===== config.mk =====
export PLATFORM = sky130hd
export DESIGN_NAME = tick_enable_gen
export DESIGN_NICKNAME = d
export VERILOG_FILES = /design/src/rtl/tick_enable_gen.sv
export SDC_FILE = /design/constraint.sdc
export NUM_CORES = 1
export LEC_CHECK = 0
export ABC_AREA = 1
export CAP_MARGIN = 10
export CORE_MARGIN = 10
export CORE_UTILIZATION = 44
export CTS_CLUSTER_DIAMETER = 30
export DETAILED_ROUTE_END_ITERATION = 16
export PLACE_DENSITY = 0.89
export SKIP_LAST_GASP = 1
export SLEW_MARGIN = 0
export SYNTH_ARGS = -nofsm -noshare
export SYNTH_HDL_FRONTEND = slang
export SYNTH_SLANG_ARGS = --single-unit

===== constraint.sdc =====
create_clock -name clock -period 1.7 [get_ports clock]
set_input_delay 0.425 -clock clock [delete_from_list [all_inputs] [get_ports clock]]
set_output_delay 0.425 -clock clock [all_outputs]
set_load 0.02 [all_outputs]

===== src/rtl/tick_enable_gen.sv =====
// Turns a selected divider bit into single-cycle clock-enable ticks, with run/pause/single-step control.
// Optional COUNT_SAT_EN: tick_count saturates at all-ones instead of wrapping.
module tick_enable_gen #(
  parameter int CNT_W = 16
) (
  input  logic             clock,
  input  logic             reset,
  input  logic [31:0]      divided_clocks,
  input  logic [4:0]       tap_sel,
  input  logic             run,
  input  logic             step_req,
  output logic             tick,
  output logic             step_ack,
  output logic             running,
  output logic [CNT_W-1:0] tick_count
);
  typedef enum logic [1:0] {IDLE, RUN, STEP} state_t;

  state_t           state_q, state_d;
  logic             tap_q, step_q;
  logic [4:0]       tap_sel_q;
  logic             tick_q, tick_d;
  logic             ack_q, ack_d;
  logic             running_q;
  logic [CNT_W-1:0] cnt_q, cnt_d;

  logic tap_now, tap_edge, step_rise;

  assign tap_now   = divided_clocks[tap_sel];
  // A tap switch compares against the old tap's history, so suppress the edge that cycle.
  assign tap_edge  = tap_now & ~tap_q & (tap_sel == tap_sel_q);
  assign step_rise = step_req & ~step_q;

  always_comb begin
    state_d = state_q;
    tick_d  = 1'b0;
    ack_d   = 1'b0;
    unique case (state_q)
      IDLE: begin
        if (run)            state_d = RUN;
        else if (step_rise) state_d = STEP;
      end
      RUN: begin
        tick_d = tap_edge;
        if (!run) state_d = IDLE;
      end
      STEP: begin
        if (tap_edge) begin
          tick_d  = 1'b1;
          ack_d   = 1'b1;
          state_d = run ? RUN : IDLE;
        end
      end
      default: state_d = IDLE;
    endcase
  end

  always_comb begin
    cnt_d = cnt_q;
`ifdef COUNT_SAT_EN
    if (tick_q && cnt_q != {CNT_W{1'b1}}) cnt_d = cnt_q + {{(CNT_W-1){1'b0}}, 1'b1};
`else
    if (tick_q) cnt_d = cnt_q + {{(CNT_W-1){1'b0}}, 1'b1};
`endif
  end

  always_ff @(posedge clock or posedge reset) begin
    if (reset) begin
      state_q   <= IDLE;
      tap_q     <= 1'b1;
      step_q    <= 1'b1;
      tap_sel_q <= '0;
      tick_q    <= 1'b0;
      ack_q     <= 1'b0;
      running_q <= 1'b0;
      cnt_q     <= '0;
    end else begin
      state_q   <= state_d;
      tap_q     <= tap_now;
      step_q    <= step_req;
      tap_sel_q <= tap_sel;
      tick_q    <= tick_d;
      ack_q     <= ack_d;
      running_q <= (state_d == RUN);
      cnt_q     <= cnt_d;
    end
  end

  assign tick       = tick_q;
  assign step_ack   = ack_q;
  assign running    = running_q;
  assign tick_count = cnt_q;
endmodule


---- Word-level counts from Yosys, hierarchy flattened ----
Index checks and enable logic that the tools add are counted.
operators by class
  $lt $le $gt $ge ......................... 1
  reductions and logical operators ........ 1
  add/subtract/negate cells ............... 1
  eq/ne operators ......................... 4
  mux-type cells .......................... 11
  bitwise logic cells ..................... 5
operators with widths
  cell                                                                          number
  16-bit by 1-bit adder with 16-bit output, second input constant               1
  2-bit two-way mux                                                             4
  5-bit by 6-bit less-than comparator with 1-bit output, second input constant  1
  2-bit case mux with 3 select lines                                            1
  1-bit binary-select mux with 5-bit select                                     1
  5-bit equality test                                                           1
  2-bit by 1-bit equality test with 1-bit output, second input constant         2
  1-bit two-way mux                                                             4
  1-bit bitwise AND                                                             3
  2-bit equality test, second input constant                                    1
  2-bit zero test                                                               1
  1-bit NOT                                                                     2
  1-bit case mux with 2 select lines                                            1
storage, ports and cells
  output and inout port bits .............. 19
  logic and storage cells ................. 31
  input port bits ......................... 41
  flip-flop bits (word level) ............. 28

---- Longest topological paths before layout ----
Gate-level depths: netlist of run 1.
  word-level depth ........................ 7
  depth in mapped cells ................... 15
  gate-level depth less buffers ........... 13

---- Worst setup path after synthesis of run 1 ----
No wires, ideal clock.
  path kind ............................... reg2reg
  start ................................... register cnt_q[0], in the netlist tick_count[0]
  end ..................................... register cnt_q[14], in the netlist tick_count[14]
  arrival ................................. 1.598 ns
  setup time .............................. 0.118 ns
  buffers on the path ..................... 0
  stages on the path, launching flop included .. 9
  required time ........................... 1.582 ns
  setup slack ............................. -0.016 ns
  period minus slack after synthesis ...... 1.716 ns
  cells stage by stage .................... dfrtp_1 ha_1 nand4_1 nor2_1 nand3_1 nor2_1 nand4_1 xor2_1 inv_1
between the ends
  longest elaborated chain between the ends .. 1
RTL lines
  item                                      line  text
  start: declaration                        25    logic [CNT_W-1:0] cnt_q, cnt_d;
  start signal: assignment                  85    cnt_q <= cnt_d;
  16-bit by 1-bit adder with 16-bit output  63    if (tick_q) cnt_d = cnt_q + {{(CNT_W-1){1'b0}}, 1'b1};
Every way passes these cells.
A chain may end at the register's enable or synchronous reset.

---- Worst setup path after layout of run 1 ----
  start ................................... register cnt_q[1], in the netlist tick_count[1]
  end ..................................... register cnt_q[12], in the netlist tick_count[12]
Same word-level chain as after synthesis.

==> results of run 1 <==
-- what timing repair did --
item,in CTS,in global routing
resized for setup,24,22
buffers inserted,0,6
pin swaps,4,8
setup endpoints to repair,22,9
-- worst paths after layout --
path                                     start             end  slack, ps  depth (start not counted)
max in group asynchronous                reset          step_q        890                          3
worst max register to register   tick_count[1]  tick_count[12]         20                          8
worst max-delay path             tick_count[1]  tick_count[12]         20                          8
min in group asynchronous                reset  tick_count[12]        500                          3
worst min-delay path                tap_sel[3]    tap_sel_q[3]        450                          2
worst min register to register  tick_count[15]  tick_count[15]        470                          1
-- per-layer routing --
metal | vias up | track usage [%] | wire length (um)
met1 | 762 | 15.3 | 1840
met5 | - | 0 | 0
li1 | 790 | - | -
met3 | 8 | 3.53 | 198
met2 | 29 | 25.6 | 2600
met4 | 0 | 4.50 | 93
-- kinds of logic after synthesis --
family	count (synthesis)	share of synthesized area (%)
and+or+nand+nor	109	33.0
buffers and inverters	31	8.45
DFF	28	42.8
xor gates and xnor gates	15	8.00
AOI/OAI and AO/OA	8	3.27
adders and majority gates	5	3.81
muxes	1	0.685
-- state kept, by name, summed over array words and instances, names as in the netlist --
register	count
state_q	2
tick	1
step_ack	1
tick_count	16
tap_q	1
tap_sel_q	5
step_q	1
running	1
-- worst reg2reg max path, cell delays in order (launching register included) --
cell and delay, ps:
dfrtp_1 420, ha_2 210, nand4_1 140, nor2_2 200, nand3_2 130, nor2_4 150
nand3_2 80, xor2_1 170, inv_1 70
-- synthesized netlist by cell type --
master,n,area share [%]
nand2_1,55,13
nand3_1,33,10
dfrtp_1,26,40
inv_1,25,5.7
xor2_1,11,5.9
ha_1,5,3.8
nor2_1,4,0.91
xnor2_1,4,2.1
nand3_2,3,1.8
nand4_1,3,1.1
nor2_2,3,1.1
o21ai_0,3,0.91
buf_6,2,1.4
dfstp_2,2,3.2
a21o_1,1,0.46
a21oi_1,1,0.30
a21oi_2,1,0.53
and2_1,1,0.38
buf_2,1,0.30
buf_4,1,0.46
inv_2,1,0.23
inv_4,1,0.38
mux2_2,1,0.69
nand2_2,1,0.38
nand2_4,1,0.69
nand3b_4,1,1.2
nor2_4,1,0.69
nor3_1,1,0.30
nor4_4,1,1.3
o21ai_2,1,0.53
o221ai_1,1,0.53
or2_2,1,0.38
-- cell type report --
class	count	area (um2)
timing repair buffer	81	744
sequential	28	704
fill	280	1090
clock buffer	4	55.1
tap	48	60.1
multi-input combinational	138	867
inverter	27	109
-- through the flow --
| step | util (%) | TNS, ps |
|---|---|---|
| finish | 69.9 | 0 |
| global placement | 65.5 | -2040 |
| detailed placement | 65.5 | -2360 |
| CTS | 66.8 | 0 |
| floorplan | - | 0 |
| global route | 69.9 | -358 |
-- power groups by stage --
stage	logic [mW]	clock network, mW	registers (mW)
finish	0.491	0.407	0.786
global route	0.558	0.444	0.791
CTS	0.482	0.422	0.782
detailed placement	0.489	0	0.793
global placement	0.466	0	0.792
floorplan	0.233	0	0.813
==> impl_results.md, run 1 <==
- IO buf count: 59
- Final net count: 325
- Cell Chain, Critical Path: ha_2 -> nand4_1 -> nor2_2 -> nand3_2 -> nor2_4 -> nand3_2 -> xor2_1 -> inv_1
- GRT Residual Overflow: 0
- Cell count after synthesis: 197
- #FFs+latches synth: 28
- FP Rows: 22
- P per Cell Area: 663 mW/mm2
- Syn_nets: 243
- HP Class: input pin to flip-flop
- Tcrit/Tclk final: 98.9%
- Pre-Repair DR Iteration Count: 4
- Vias: 1589
- Most frequent cells in the layout: nand2_1 (53), clkdlybuf4s50_1 (37), nand3_1 (26)
- WHS: 445 ps
- Drt total wl: 4730 um
- Fmax: 595 MHz
- CTS tree: yes
- Net Switching: 0.514 mW
- Largest net degree at the start of global routing: 29
- Vias in the first global route: 1564
- Die H: 81.1 um
- Post-Layout Inst Area: 0.00254 mm2
- Worst skew pair latency: 270 ps
- Clk network pwr share: 24.2%
- Final Hold Fails: 0
- Startpoint types: flip-flop
- Max stage delay on crit path: 420 ps
- P_int: 1.17 mW
- Worst-margin pin slew: 346 ps
- Yosys cell types: 32
- Antenna-violating nets left: 0
- DIE AREA: 0.00658 mm2
- Syn avg cell area: 8.34 um2
- DRC: 0
- Initial antenna violation count: 0
- Static leakage: 1.40 nW
- Final Instance Count excl. Fillers: 326
- Dpl ws: -507 ps
- Final setup margin: 18.4 ps
- CP Capture Type: flip-flop
- Antenna cells: 0
- Maximum vdd drop: 0.000980 V
- Via density: 4.87
- Crit Path Category: flip-flop to flip-flop
- Net Sw Frac: 30.5%
- Worst path slowest cell: dfrtp_1
- Drt wl/cell: 14.5 um
- RSZ-0062 raised after global routing: yes
- Placed Area: 0.00238 mm2
- Dpl cells: 316
- Post-synthesis cell area: 0.00164 mm2
- Routability Congestion: 0.768
- Tmin final: 1680 ps
- First-pass GRT wire length: 7330 um
- Die width: 81.1 um
- Slew HR: 76.9%
- Status: finished clean
- Clock skew: 4.02 ps
- Core area: 0.00363 mm2
- Number of synthesis warnings: 0
- Total track usage: 13.9%
- Worst path bufs/invs: 1
- Number of I/O pins: 60
- Max-slew violations: 0
- CTS Buffer Depth: 2
- CTS Hold Bufs: 0
- Total power draw: 1.68 mW
- Iter 0 DRT Violations: 108
- Seq/Total Area, Yosys: 42.8%
- Area Overhead vs Synth: 54.6%
- Logic pwr share: 29.2%
- Share of cells above drive strength 1: 21.9%
- CTS Buf Count: 3
- Final-report setup violation count: 0
- Clk slew on worst S/H paths: 90 ps
- Commonest non-fill, non-tap cell in the layout: nand2_1
- Htree depth: 1
- Data arrival time of the critical path: 1850 ps
- Worst-path fanout max: 4
- Crit path required time: 1870 ps
- Clock sink total: 28
- Crit path max-delay family: simple AND/OR/NAND/NOR gates
- HPWL after DPL: 3570 um
- Effective utilization at floorplan: 45.2%
- Clk root buf: clkbuf_8
- Sequential power share: 46.7%
- Max-cap violations: 0
- Crit path top cell by count: nand3_2
(Power assumes the default switching activity.)
==> run 2, diff against run 1 <==
PLACE_DENSITY = unset   (was 0.89)
PLACE_DENSITY_LB_ADDON = 0.15   (was unset)
clock period = 1.6 ns   (was 1.7 ns; I/O delays follow)
==> run 2 against run 1 <==
  * Die area stayed put
  * Critical path type is now flip-flop to primary output
  * Flip-flop and latch count is the same
  * Sequential share of layout area fell by 0.56 points
  * Register-to-register slack gained 70 ps
==> impl_results.md, run 2 (synthesis results as in run 1) <==
- Status: finished clean
- Sequential power share: 46.2% (-0.5 points)
- Via density: 4.66 (-4.3%)
- Initial antenna violation count: 0 (unchanged)
- Die width: 81.1 um (unchanged)
- Fmax: 637 MHz
- Htree depth: 1 (unchanged)
- Pre-Repair DR Iteration Count: 4 (unchanged)
- Clock skew: 3.17 ps (-0.852 ps)
- Maximum vdd drop: 0.000625 V (-36%)
- Crit Path Category: flip-flop to primary output
- Routability Congestion: 0.801 (+4.4%)
- FP Rows: 22 (unchanged)
- Clock sink total: 28 (unchanged)
- Final Hold Fails: 0 (unchanged)
- P_int: 1.25 mW (+6.9%)
- Die H: 81.1 um (unchanged)
- Startpoint types: flip-flop
- Worst path bufs/invs: 2 (+1)
- Data arrival time of the critical path: 1170 ps (-680 ps)
- Crit path required time: 1200 ps (-670 ps)
- Reg2reg path depth: 8 (unchanged)
- CTS Buffer Depth: 2 (unchanged)
- First-pass GRT wire length: 7370 um (+0.57%)
- Crit path max-delay family: buffers and inverters
- Commonest non-fill, non-tap cell in the layout: nand2_1
- Effective utilization at floorplan: 45.2% (unchanged)
- Worst skew pair latency: 270 ps (about the same)
- Total track usage: 13.8% (-0.13 points)
- Iter 0 DRT Violations: 51 (-53%)
- DRC: 0 (unchanged)
- Clk slew on worst S/H paths: 90 ps (about the same)
- Final-report setup violation count: 0 (unchanged)
- Area Overhead vs Synth: 58.6%
- Tmin final: 1570 ps
- CTS Buf Count: 3 (unchanged)
- Worst-path fanout max: 3 (-1)
- Drt total wl: 4280 um (-9.6%)
- Largest net degree at the start of global routing: 29 (unchanged)
- Net Switching: 0.540 mW (+5.1%)
- Slew HR: 82.6% (+5.7 points)
- HP Class: input pin to flip-flop
- CTS tree: yes
- Net Sw Frac: 30.2% (-0.35 points)
- Max-slew violations: 0 (unchanged)
- Antenna cells: 0 (unchanged)
- IO buf count: 59 (unchanged)
- Max stage delay on crit path: 430 ps (about the same)
- Vias in the first global route: 1539 (-1.6%)
- Max-cap violations: 0 (unchanged)
- Share of cells above drive strength 1: 25.3% (+3.3 points)
- Tcrit/Tclk final: 98.1%
- Number of I/O pins: 60 (unchanged)
- HPWL after DPL: 3250 um (-8.9%)
- WHS: 405 ps (-40.0 ps)
- Worst-margin pin slew: 258 ps (-87.9 ps)
- GRT Residual Overflow: 0 (unchanged)
- Cell count along the critical path: 2 (-6)
- Final net count: 328 (+0.92%)
- P per Cell Area: 687 mW/mm2 (+3.6%)
- Cell Chain, Critical Path: buf_4 -> dlygate4sd2_1
- Drt wl/cell: 13.0 um (-10%)
- Max FFs per register: 16 (unchanged)
- Vias: 1534 (-3.5%)
- Most frequent cells in the layout: nand2_1 (52), nand3_1 (25), clkdlybuf4s50_1 (24)
- RSZ-0062 raised after global routing: yes
- Antenna-violating nets left: 0 (unchanged)
- Static leakage: 1.50 nW (+7.1%)
- Clk root buf: clkbuf_8
- Fin Setup TNS: 0 ps (unchanged)
- CP Capture Type: primary output
- Worst hold stages: 2 (unchanged)
- DIE AREA: 0.00658 mm2 (unchanged)
- Worst path slowest cell: dfrtp_2
- Core area: 0.00363 mm2 (unchanged)
- Clk network pwr share: 23.8% (-0.4 points)
- Logic pwr share: 30.0% (+0.8 points)
- CTS Hold Bufs: 0 (unchanged)
-- run 2: final cells by class --
cell class	count	area [um2]
clock buffer	4	55.1
fill	304	1030
inverter	27	106
multi-input combinational	138	870
sequential	28	708
tap	48	60.1
timing repair buffer	83	800
timing repair inverter	1	7.51
-- run 2: routing by layer --
layer	vias up	track usage (%)	wire [um]
met5	-	0	0
met4	0	3.63	38
met3	4	4.30	366
met2	42	22.9	1960
met1	696	17.0	1920
li1	792	-	-
-- run 2: repair_timing --
action / CTS / global route
buffers inserted: 0 / 6
cloned: 1 / 0
setup endpoints to repair: 25 / 8
gates resized for setup: 33 / 31
pin swaps: 4 / 18
-- run 2: stage by stage --
| stage | instance area [um2] | worst slack (ps) | cells | total power [mW] | utilization [%] |
|---|---|---|---|---|---|
| final | 2610 | 31.0 | 329 | 1.79 | 71.7 |
| after global routing | 2610 | -61.5 | 329 | 1.91 | 71.7 |
| after CTS | 2470 | -21.9 | 323 | 1.77 | 68.0 |
| after detailed placement | 2420 | -587 | 318 | 1.36 | 66.6 |
| after global placement | 2420 | -535 | 318 | 1.35 | 66.6 |
| after floorplan | 1660 | 2.05 | 197 | 1.11 | - |
-- run 2: worst register-to-register path: stages, from the launching register on --
cell	delay [ps]
dfrtp_2	410
ha_2	190
nand4_1	110
nor2_2	160
nand3_2	100
nor2_4	150
nand4_1	100
xor2_1	140
inv_1	50
-- run 2: worst paths after layout --
check	startpoint	endpoint	slack [ps]
max in group asynchronous	reset	step_q	920
setup reg to reg	tick_count[0]	tick_count[14]	90
setup / recovery	tick_count[2]	tick_count[2]	30
hold / removal	tap_sel[3]	tap_sel_q[3]	410
min in group asynchronous	reset	tick_count[14]	450
hold reg to reg	tick_count[15]	tick_count[15]	470
-- run 2: power groups by stage --
stage / clock (mW) / combinational (mW) / sequential [mW]
after global routing: 0.474 / 0.603 / 0.836
after detailed placement: 0 / 0.515 / 0.841
final: 0.427 / 0.537 / 0.827
after floorplan: 0 / 0.248 / 0.866
after global placement: 0 / 0.504 / 0.841
after CTS: 0.440 / 0.500 / 0.829
